<file path="src/rtl/mult_shift_add.sv">
// mult_shift_add: sequential shift-and-add multiplier giving a 2n-bit signed or unsigned product
module mult_shift_add #(
    parameter int n = 16
) (
    input  logic         clk,
    input  logic         rst,
    input  logic         e,
    input  logic         read,
    input  logic         sgn,
    input  logic [n-1:0] dataA,
    input  logic [n-1:0] dataB,
    output logic [n-1:0] hi,
    output logic [n-1:0] lo,
    output logic         done
);
    localparam int CW = $clog2(n + 1);
    typedef enum logic [1:0] {IDLE, CALC, FIX, DONE} state_t;
    state_t state_q, state_d;
    logic [n-1:0] hi_q, hi_d, lo_q, lo_d, mag_q, mag_d, abs_a, abs_b;
    logic [CW-1:0] cnt_q, cnt_d;
    logic neg_q, neg_d, done_q, done_d;
    logic [n:0] sum;
    logic [2*n-1:0] prod_neg;
    always_comb begin
        abs_a = (sgn && dataA[n-1]) ? -dataA : dataA;
        abs_b = (sgn && dataB[n-1]) ? -dataB : dataB;
        sum = {1'b0, hi_q} + (lo_q[0] ? {1'b0, mag_q} : '0);
        prod_neg = -{hi_q, lo_q};
        state_d = state_q;
        hi_d = hi_q;
        lo_d = lo_q;
        mag_d = mag_q;
        cnt_d = cnt_q;
        neg_d = neg_q;
        done_d = done_q;
        if (read) begin
            hi_d = '0;
            lo_d = abs_b;
            mag_d = abs_a;
            neg_d = sgn & (dataA[n-1] ^ dataB[n-1]);
            cnt_d = '0;
            done_d = 1'b0;
            state_d = CALC;
        end else if (e && state_q == CALC) begin
            hi_d = sum[n:1];
            lo_d = {sum[0], lo_q[n-1:1]};
            cnt_d = cnt_q + CW'(1);
            state_d = (cnt_q == CW'(n - 1)) ? FIX : CALC;
        end else if (e && state_q == FIX) begin
            {hi_d, lo_d} = neg_q ? prod_neg : {hi_q, lo_q};
            done_d = 1'b1;
            state_d = DONE;
        end
    end
    always_ff @(posedge clk) begin
        if (rst) begin
            state_q <= IDLE;
            hi_q <= '0;
            lo_q <= '0;
            mag_q <= '0;
            cnt_q <= '0;
            neg_q <= 1'b0;
            done_q <= 1'b0;
        end else begin
            state_q <= state_d;
            hi_q <= hi_d;
            lo_q <= lo_d;
            mag_q <= mag_d;
            cnt_q <= cnt_d;
            neg_q <= neg_d;
            done_q <= done_d;
        end
    end
    assign hi = hi_q;
    assign lo = lo_q;
    assign done = done_q;
endmodule
</file>
<file path="config.mk">
export PLATFORM = sky130hd
export DESIGN_NAME = mult_shift_add
export DESIGN_NICKNAME = d
export VERILOG_FILES = /design/src/rtl/mult_shift_add.sv
export SDC_FILE = /design/constraint.sdc
export NUM_CORES = 1
export LEC_CHECK = 0
export ABC_AREA = 1
export BUFFER_PORTS_ARGS = -buffer_cell sky130_fd_sc_hd__buf_4
export CAP_MARGIN = 10
export CORE_MARGIN = 2
export CORE_UTILIZATION = 54
export DETAILED_ROUTE_END_ITERATION = 8
export PLACE_DENSITY = 0.78
export SKIP_LAST_GASP = 1
export SLEW_MARGIN = 30
export SYNTH_ARGS = -nofsm -noshare
export SYNTH_HDL_FRONTEND = slang
export SYNTH_SLANG_ARGS = --single-unit
</file>
<file path="constraint.sdc">
create_clock -name clk -period 2 [get_ports clk]
set_input_delay 0.2 -clock clk [delete_from_list [all_inputs] [get_ports clk]]
set_output_delay 0.2 -clock clk [all_outputs]
set_load 0.02 [all_outputs]
</file>
==> run summary, run 1 <==
Synth Register Bits: 57
Max-slew violation count: 0
Gate power share: 29.0%
R2r setup slk: 100 ps
Fmax: 0.527 GHz
Fin util: 67.2%
CP Launch Type: register
Reg power frac: 34.2%
Port bufs: 69
CP Class: reg -> reg
Leakage: 0.00338 uW
Initial antenna violation count: 0
Final #Nets: 1,062
Final Skew: 13.6 ps
Fin. Hold Viols: 0
Worst R2R Path Depth: 12
H-tree Lvls: 3
Clock power frac: 36.8%
Post-cts sizing count: 0
FP Rows: 36
Antenna Nets Post-Route: 0
Post-synthesis instance area: 5300 sq um
CP Data Arrival Time: 2160 ps
Pwr dens: 587 nW/um^2
Internal power: 2470 uW
CTS buffer count: 9
Worst slew margin: 64.8%
Crit Reg-Reg Endpoint: hi[8]
Hold Path Class: in -> reg
Die height: 103 microns
Share of cells above drive strength 1: 18.5%
Critical-path cell list: nand2_1, inv_1, ha_1, or2_2, nand3b_1, nand2_1, nand2_1, nand3b_1, nand3_1, nand3_1, nand2_1, inv_1
Nature of the critical path endpoint: register
DIE AREA: 10,600 sq um
Drt wl/cell: 13.3 microns
Yosys cell types: 41
Family with the most delay on the worst path: simple AND/OR/NAND/NOR gates
Mapped Nets: 979
Total Routing Usage GR: 29.0%
Sw frac: 35.1%
Period utilisation layout: 94.9%
Critical Path Fanout Max: 4
Setup crit start: lo[0]
Clk_lat worst skew: 350 ps
Hold buffers post-CTS: 0
WP depth: 12
Area leader, netlist: dfxtp_1
Area delta synth->final: 22.2%
Status: completed
# IOs: 70
YS warnings: 0
CTS max path bufs: 2
Post-Synthesis Cells: 920
Remaining DRCs: 0
Worst r2r src: lo[0]
Setup TNS: 0 ps
Antenna diodes: 0
Gr ovfl total: 0
Synthesized area per cell: 5.76 sq um
DIE WIDTH: 103 microns
Largest net degree at the start of global routing: 26
HPWL after DPL: 11,900 microns
First-pass GRT wire length: 24,100 microns
Slowest stage delay, CP: 350 ps
Tightest Pin Transition: 527 ps
Via density: 5.26
Final setup viols: 0
Peak supply drop: 0.358 mV
Crit-path most repeated cell: nand2_1
TritonCTS clock tree: built
Vias in the first global route: 5,110
CP bufs+invs: 2
Clock root buffer: clkbuf_8
Synth top area share: 21.5%
Initial core utilization: 55.0%
Reg clk slew, reported paths: 80 ps
CP Data Required Time: 2260 ps
Placeable Area: 9640 sq um
MaxCap Viol Count: 0
Count of clock tree sinks: 57
Fill count: 935
Sequential area share after synthesis: 21.5%
Net Sw Power: 1330 uW
DRT Pass-1 Iters: 5
Post-CTS Setup Bufs: 0
Post-layout minimum cycle time: 1900 ps
Critical Path Sink: hi[8]
DRT Wirelength: 15,200 microns
Area contributors post-synth: dfxtp_1, nand2_1, inv_1
Drt initial violations: 463
Gpl congestion: 0.989
Via count: 6,004
CP max-delay cell: dfxtp_2
## worst min-delay path by stage
stage / to / from / slack, ps / cells past startpoint
floorplan: state_q[0] / rst / 270 / 1
global placement: state_q[0] / rst / 400 / 2
detailed placement: state_q[0] / rst / 400 / 2
CTS: state_q[0] / rst / 20 / 2
global route: state_q[0] / rst / 30 / 2
finish: state_q[0] / rst / 40 / 2
## power groups by stage
stage	registers, uW	clock network [uW]	logic (uW)
2_1_floorplan	1350	0	684
3_3_place_gp	1320	0	1060
3_5_place_dp	1320	0	1070
4_1_cts	1300	1410	1080
5_1_grt	1310	1460	1220
6_report	1300	1400	1100
## state kept, by name, indices dropped and copies added, names as in the netlist
| name | cells |
|---|---|
| cnt_q | 5 |
| done | 1 |
| hi | 16 |
| lo | 16 |
| mag_q | 16 |
| neg_q | 1 |
| state_q | 2 |
## metal layers
metal	up-vias	global-route usage (%)	part of all wire, %
li1	3104	-	-
met1	2669	42.4	46
met2	204	44.5	44
met3	27	4.75	7.8
met4	0	7.29	1.9
met5	-	0	0
## through the flow
step / instances / hold slack [ps] / setup slack, ps / cell area (sq um) / total power, uW
2_1_floorplan: 920 / 269 / 26.9 / 5300 / 2040
3_3_place_gp: 1125 / 398 / 77.8 / 6070 / 2380
3_5_place_dp: 1125 / 402 / 41.3 / 6070 / 2390
4_1_cts: 1141 / 23.0 / 18.6 / 6320 / 3780
5_1_grt: 1141 / 31.0 / -3.92 / 6470 / 3990
6_report: 1141 / 36.5 / 101 / 6470 / 3800
## layout by cell type, fill, tap and decap left out, drive strengths merged
cell      n
buf      98
fa        1
a31oi     6
xor2      9
clkinv    2
dfxtp    57
xnor2     3
nor2    117
nand2   256
o21ai    73
nand4     8
clkbuf    9
inv     149
ha       21
o31ai     2
nor3     12
or2       6
o211ai    4
a21oi    58
nand3    97
o21bai    7
a22o      1
nand3b    6
bufinv    3
a21o      1
a32o      2
## cell type report
| type | count | area (sq um) | area share (%) |
|---|---|---|---|
| multi-input combinational | 690 | 3620 | 55.9 |
| sequential | 57 | 1140 | 17.6 |
| timing repair buffer | 98 | 748 | 11.6 |
| inverter | 147 | 552 | 8.52 |
| tap | 133 | 166 | 2.57 |
| clock inverter | 7 | 125 | 1.93 |
| clock buffer | 9 | 124 | 1.91 |
## kinds of logic after synthesis
family          share of synthesized area [%]
simple gates                             42.3
xor+xnor                                 1.98
compound gates                           15.8
flops                                    21.5
buf+inv                                  13.1
fa+ha+maj                                5.34
## synthesized netlist by cell type
cell and instances:
a21o_1 1, a21oi_1 57, a21oi_2 1, a22o_1 1, a31oi_1 6, a32o_1 2
buf_1 2, buf_2 13, buf_4 2, buf_6 3, clkbuf_1 6, dfxtp_1 57
fa_1 1, ha_1 21, inv_1 141, inv_2 6, nand2_1 245, nand2_2 8
nand2_4 3, nand3_1 95, nand3_2 1, nand3_4 1, nand3b_1 6, nand4_1 6
nand4_2 2, nor2_1 101, nor2_2 10, nor2_4 5, nor2_8 1, nor3_1 10
nor3_2 2, o211ai_1 4, o21ai_0 66, o21ai_1 7, o21bai_1 7, o31ai_1 1
o31ai_2 1, or2_1 1, or2_2 5, xnor2_1 3, xor2_1 9
## worst reg2reg max path, cell delays in order (launching register included)
cell and delay (ps):
dfxtp_2 350, nand2_1 70, inv_1 40, ha_1 310, or2_2 310, nand3b_1 120, nand2_1 120, nand2_1 100
nand3b_1 80, nand3_1 130, nand3_1 80, nand2_1 60, inv_1 30
Note: power is estimated with default switching activity, not from simulation.
==> run 2, diff against run 1 <==
--- a/config.mk
+++ b/config.mk
@@ -9,9 +9,11 @@
 export BUFFER_PORTS_ARGS = -buffer_cell sky130_fd_sc_hd__buf_4
 export CAP_MARGIN = 10
 export CORE_MARGIN = 2
-export CORE_UTILIZATION = 54
+export CORE_UTILIZATION = 50
+export CTS_BUF_LIST = sky130_fd_sc_hd__clkbuf_4 sky130_fd_sc_hd__clkbuf_8 sky130_fd_sc_hd__clkbuf_16
+export CTS_CLUSTER_SIZE = 40
 export DETAILED_ROUTE_END_ITERATION = 8
-export PLACE_DENSITY = 0.78
+export PLACE_DENSITY = 0.73
 export SKIP_LAST_GASP = 1
 export SLEW_MARGIN = 30
 export SYNTH_ARGS = -nofsm -noshare
==> run summary, run 2 (synthesis gave the netlist of run 1 again) <==
Gr ovfl total: 0
Via count: 6,047
Remaining DRCs: 0
Critical Path Fanout Max: 4
Internal power: 2200 uW
First-pass GRT wire length: 25,300 microns
Hold Path Class: in -> reg
Clock power frac: 31.1%
Port bufs: 69
Period utilisation layout: 94.0%
CP Launch Type: register
Antenna diodes: 0
Area delta synth->final: 22.1%
# IOs: 70
Max-slew violation count: 0
Share of cells above drive strength 1: 19.3%
Clk_lat worst skew: 360 ps
Post-DP Area: 6080 sq um
Fin. Hold Viols: 0
CTS max path bufs: 2
Placeable Area: 10,300 sq um
Design area: 6470 sq um
Reg clk slew, reported paths: 70 ps
Min Hold Slack: 35.0 ps
Drt wl/cell: 13.7 microns
Peak supply drop: 0.504 mV
DIE AREA: 11,400 sq um
Die height: 107 microns
Setup TNS: 0 ps
Vias in the first global route: 5,311
Pwr dens: 543 nW/um^2
HPWL after DPL: 12,300 microns
Crit Reg-Reg Endpoint: hi[8]
DRT Wirelength: 15,700 microns
Worst r2r src: lo[0]
Total Routing Usage GR: 27.9%
FP Rows: 37
Sw frac: 37.4%
CP Data Required Time: 2260 ps
Sequential cell area: 1140 sq um
R2r setup slk: 120 ps
Gpl congestion: 0.928
Count of clock tree sinks: 57
Final Skew: 16.0 ps
Drt initial violations: 503
Fill count: 1,026
DRT Pass-1 Iters: 5
Net Sw Power: 1320 uW
Clock root buffer: clkbuf_8
CP Data Arrival Time: 2140 ps
Via density: 5.28
Critical Path Sink: hi[8]
Nature of the critical path endpoint: register
TritonCTS clock tree: built
Largest net degree at the start of global routing: 35
Fmax: 0.532 GHz
Initial core utilization: 51.3%
Commonest cells after routing, fill and taps aside: nand2_1, inv_1, buf_4
Worst slew margin: 62.7%
Gate power share: 31.9%
CP Class: reg -> reg
Worst R2R Path Depth: 12
Final setup viols: 0
Leading cell type in the layout, fill and taps excluded: nand2_1
Post-layout minimum cycle time: 1880 ps
Tightest Pin Transition: 558 ps
Hold buffers post-CTS: 0
H-tree Lvls: 3
Status: completed
Final #Nets: 1,065
MaxCap Viol Count: 0
Area of the multi-input gates: 3650 sq um
Leakage: 0.00335 uW
Fin util: 62.7%
Antenna Nets Post-Route: 0
Initial antenna violation count: 0
DIE WIDTH: 107 microns
CTS buffer count: 9
Reg power frac: 36.9%
Setup crit start: lo[0]
-- run 2: how the worst min path moves through the flow --
stage / start / to / cells after the start
4_1_cts: rst / state_q[0] / 2
2_1_floorplan: rst / state_q[0] / 1
6_report: rst / state_q[0] / 2
3_3_place_gp: rst / state_q[0] / 2
3_5_place_dp: rst / state_q[0] / 2
5_1_grt: rst / state_q[0] / 2
-- run 2: worst max-delay path, stage by stage, from the launching register on --
cell      delay, ps
dfxtp_2         350
nand2_1          70
inv_1            40
ha_1            300
or2_2           310
nand3b_1        120
nand2_1         120
nand2_1         100
nand3b_1         80
nand3_1         110
nand3_1          90
nand2_1          70
inv_1            40
-- run 2: power by group through the flow --
| stage | clock, uW | sequential [uW] | combinational (uW) |
|---|---|---|---|
| after floorplan | 0 | 1350 | 684 |
| after global placement | 0 | 1320 | 1070 |
| after detailed placement | 0 | 1320 | 1080 |
| after CTS | 1100 | 1290 | 1090 |
| after global routing | 1150 | 1310 | 1250 |
| final | 1090 | 1300 | 1120 |
-- run 2: area by class of cell --
type                    count  area share [%]
repair buffers            101            11.9
inverters                 147            8.53
multi-input cells         690            56.4
clock inverters             6           0.928
clock buffers               9            1.91
flip-flops and latches     57            17.7
well taps                 136            2.63
-- run 2: per-stage QoR --
| stage | power [uW] | std cells | setup WS, ps |
|---|---|---|---|
| 6_report | 3520 | 1146 | 120 |
| 5_1_grt | 3710 | 1146 | -13.5 |
| 4_1_cts | 3490 | 1144 | 17.4 |
| 3_5_place_dp | 2400 | 1129 | -8.35 |
| 3_3_place_gp | 2390 | 1129 | 68.0 |
| 2_1_floorplan | 2040 | 920 | 26.9 |
-- run 2: what timing repair did --
action	4_1_cts	5_1_grt
endpoints found under the setup margin	2	13
pin swaps	0	3
buffers inserted	0	2
gates resized for setup	1	34
-- run 2: metal layers --
| layer | track usage, % | wire length (microns) |
|---|---|---|
| met5 | 0 | 0 |
| met4 | 8.81 | 257 |
| met3 | 5.65 | 1150 |
| met2 | 43.2 | 6960 |
| met1 | 39.0 | 7370 |
==> run 3, diff against run 2 <==
--- a/config.mk
+++ b/config.mk
@@ -8,12 +8,14 @@
 export ABC_AREA = 1
 export BUFFER_PORTS_ARGS = -buffer_cell sky130_fd_sc_hd__buf_4
 export CAP_MARGIN = 10
+export CELL_PAD_IN_SITES_DETAIL_PLACEMENT = 1
+export CELL_PAD_IN_SITES_GLOBAL_PLACEMENT = 1
 export CORE_MARGIN = 2
-export CORE_UTILIZATION = 50
+export CORE_UTILIZATION = 36
 export CTS_BUF_LIST = sky130_fd_sc_hd__clkbuf_4 sky130_fd_sc_hd__clkbuf_8 sky130_fd_sc_hd__clkbuf_16
 export CTS_CLUSTER_SIZE = 40
 export DETAILED_ROUTE_END_ITERATION = 8
-export PLACE_DENSITY = 0.73
+export PLACE_DENSITY_LB_ADDON = 0.1
 export SKIP_LAST_GASP = 1
 export SLEW_MARGIN = 30
 export SYNTH_ARGS = -nofsm -noshare
==> run summary, run 3 (synthesis gave the netlist of run 1 again) <==
Pre-CTS WS: -33.8 ps
Port bufs: 69
Sw frac: 36.3%
Period utilisation layout: 94.4%
CP Launch Type: register
Critical-path cell list: buf_12, nand2_1, inv_1, ha_4, nand2_2, nor2_2, nand3_1, nand3_1, nand2_1, nand3_1, nand3_1, nand2_1, inv_1
Largest net degree at the start of global routing: 27
CP max-delay cell: dfxtp_4
Setup TNS: 0 ps
HPWL after DPL: 15,000 microns
Remaining DRCs: 0
Leakage: 0.00342 uW
Crit-path most repeated cell: nand3_1
Gpl congestion: 0.876
R2r setup slk: 110 ps
Clock power frac: 38.2%
Pwr Total: 4000 uW
DRT Pass-1 Iters: 4
Worst slew margin: 60.7%
Via density: 5.12
Unrepaired setup endpoints after global routing: yes
Crit Reg-Reg Endpoint: hi[11]
Net Sw Power: 1450 uW
FP Rows: 44
H-tree Lvls: 3
Die height: 125 microns
Internal power: 2550 uW
Worst R2R Path Depth: 13
DRT Wirelength: 19,200 microns
Leading cell type in the layout, fill and taps excluded: nand2_1
Area delta synth->final: 27.5%
Vias in the first global route: 5,930
Clock root buffer: clkbuf_16
TritonCTS clock tree: built
Total Routing Usage GR: 24.0%
Status: completed
Antenna Nets Post-Route: 0
Final #Nets: 1,070
Gate power share: 29.3%
Gr ovfl total: 0
Initial antenna violation count: 0
Peak supply drop: 0.438 mV
Pwr dens: 592 nW/um^2
Antenna diodes: 0
DIE WIDTH: 125 microns
Hold Path Class: in -> reg
Reg power frac: 32.5%
DIE AREA: 15,700 sq um
CTS max path bufs: 2
CP Class: reg -> reg
# IOs: 70
Placeable Area: 14,500 sq um
Hold Path End: state_q[0]
Slowest stage delay, CP: 360 ps
Fmax: 0.530 GHz
Nature of the critical path endpoint: register
Worst r2r src: lo[0]
MaxCap Viol Count: 0
Share of cells above drive strength 1: 22.4%
Tightest Pin Transition: 589 ps
Reg clk slew, reported paths: 60 ps
Commonest cells after routing, fill and taps aside: nand2_1, inv_1, buf_4
Fin. Hold Viols: 0
Drt wl/cell: 16.0 microns
CTS buffer count: 9
Max-slew violation count: 0
CP Data Required Time: 2250 ps
Final Skew: 8.62 ps
Final setup viols: 0
Min Hold Slack: 49.2 ps
Setup crit start: lo[0]
Count of clock tree sinks: 57
First-pass GRT wire length: 30,400 microns
WHS Path Cells: 2
Min-delay src: rst
Critical Path Fanout Max: 14
Initial core utilization: 36.6%
Setup ws final: 112 ps
Clk_lat worst skew: 350 ps
Via count: 6,143
CP Data Arrival Time: 2140 ps
Drt initial violations: 240
Post-layout minimum cycle time: 1890 ps
run 3: per-layer routing:
layer | track usage, % | part of all wire [%] | wire length (microns)
met4 | 6.99 | 1.9 | 373
met1 | 35.0 | 50 | 9600
met2 | 37.3 | 44 | 8540
met3 | 2.82 | 3.8 | 737
met5 | 0 | 0 | 0
run 3: metrics by stage:
stage / cells / cell area (sq um) / util [%]
floorplan: 920 / 5300 / -
global placement: 1179 / 6170 / 42.6
detailed placement: 1179 / 6170 / 42.6
CTS: 1195 / 6470 / 44.7
global route: 1200 / 6760 / 46.7
finish: 1200 / 6760 / 46.7
run 3: how the worst max path moves through the flow:
stage / endpoint / cells past startpoint
2_1_floorplan: hi[14] / 15
3_3_place_gp: hi[12] / 15
3_5_place_dp: hi[9] / 14
4_1_cts: hi[14] / 14
5_1_grt: hi[13] / 13
6_report: hi[11] / 13
run 3: critical path: cells and delay by family, from the launching register on:
family | cells | cell delay [ps]
adder cells (fa/ha/maj) | 1 | 320
flip-flops | 1 | 360
buffers and inverters | 3 | 260
AND/OR/NAND/NOR | 9 | 840
run 3: cell type report:
type	instances	area, sq um
Inverter	147	552
Fill cell	1981	7720
Timing Repair Buffer	106	821
Clock buffer	11	253
Tap cell	184	230
Sequential cell	57	1140
Multi-Input combinational cell	690	3730
Clock inverter	5	30.0
run 3: power by group through the flow:
stage	logic, uW	clock network [uW]	registers (uW)
2_1_floorplan	684	0	1350
3_3_place_gp	1100	0	1320
3_5_place_dp	1120	0	1320
4_1_cts	1130	1550	1300
5_1_grt	1300	1600	1310
6_report	1170	1530	1300
run 3: what timing repair did:
action / 4_1_cts / 5_1_grt
gates resized for setup: 3 / 63
buffers inserted: 0 / 5
hold buffers: 0 / 0
endpoints found under the setup margin: 6 / 13
gates cloned: 0 / 0
pin swaps: 0 / 21
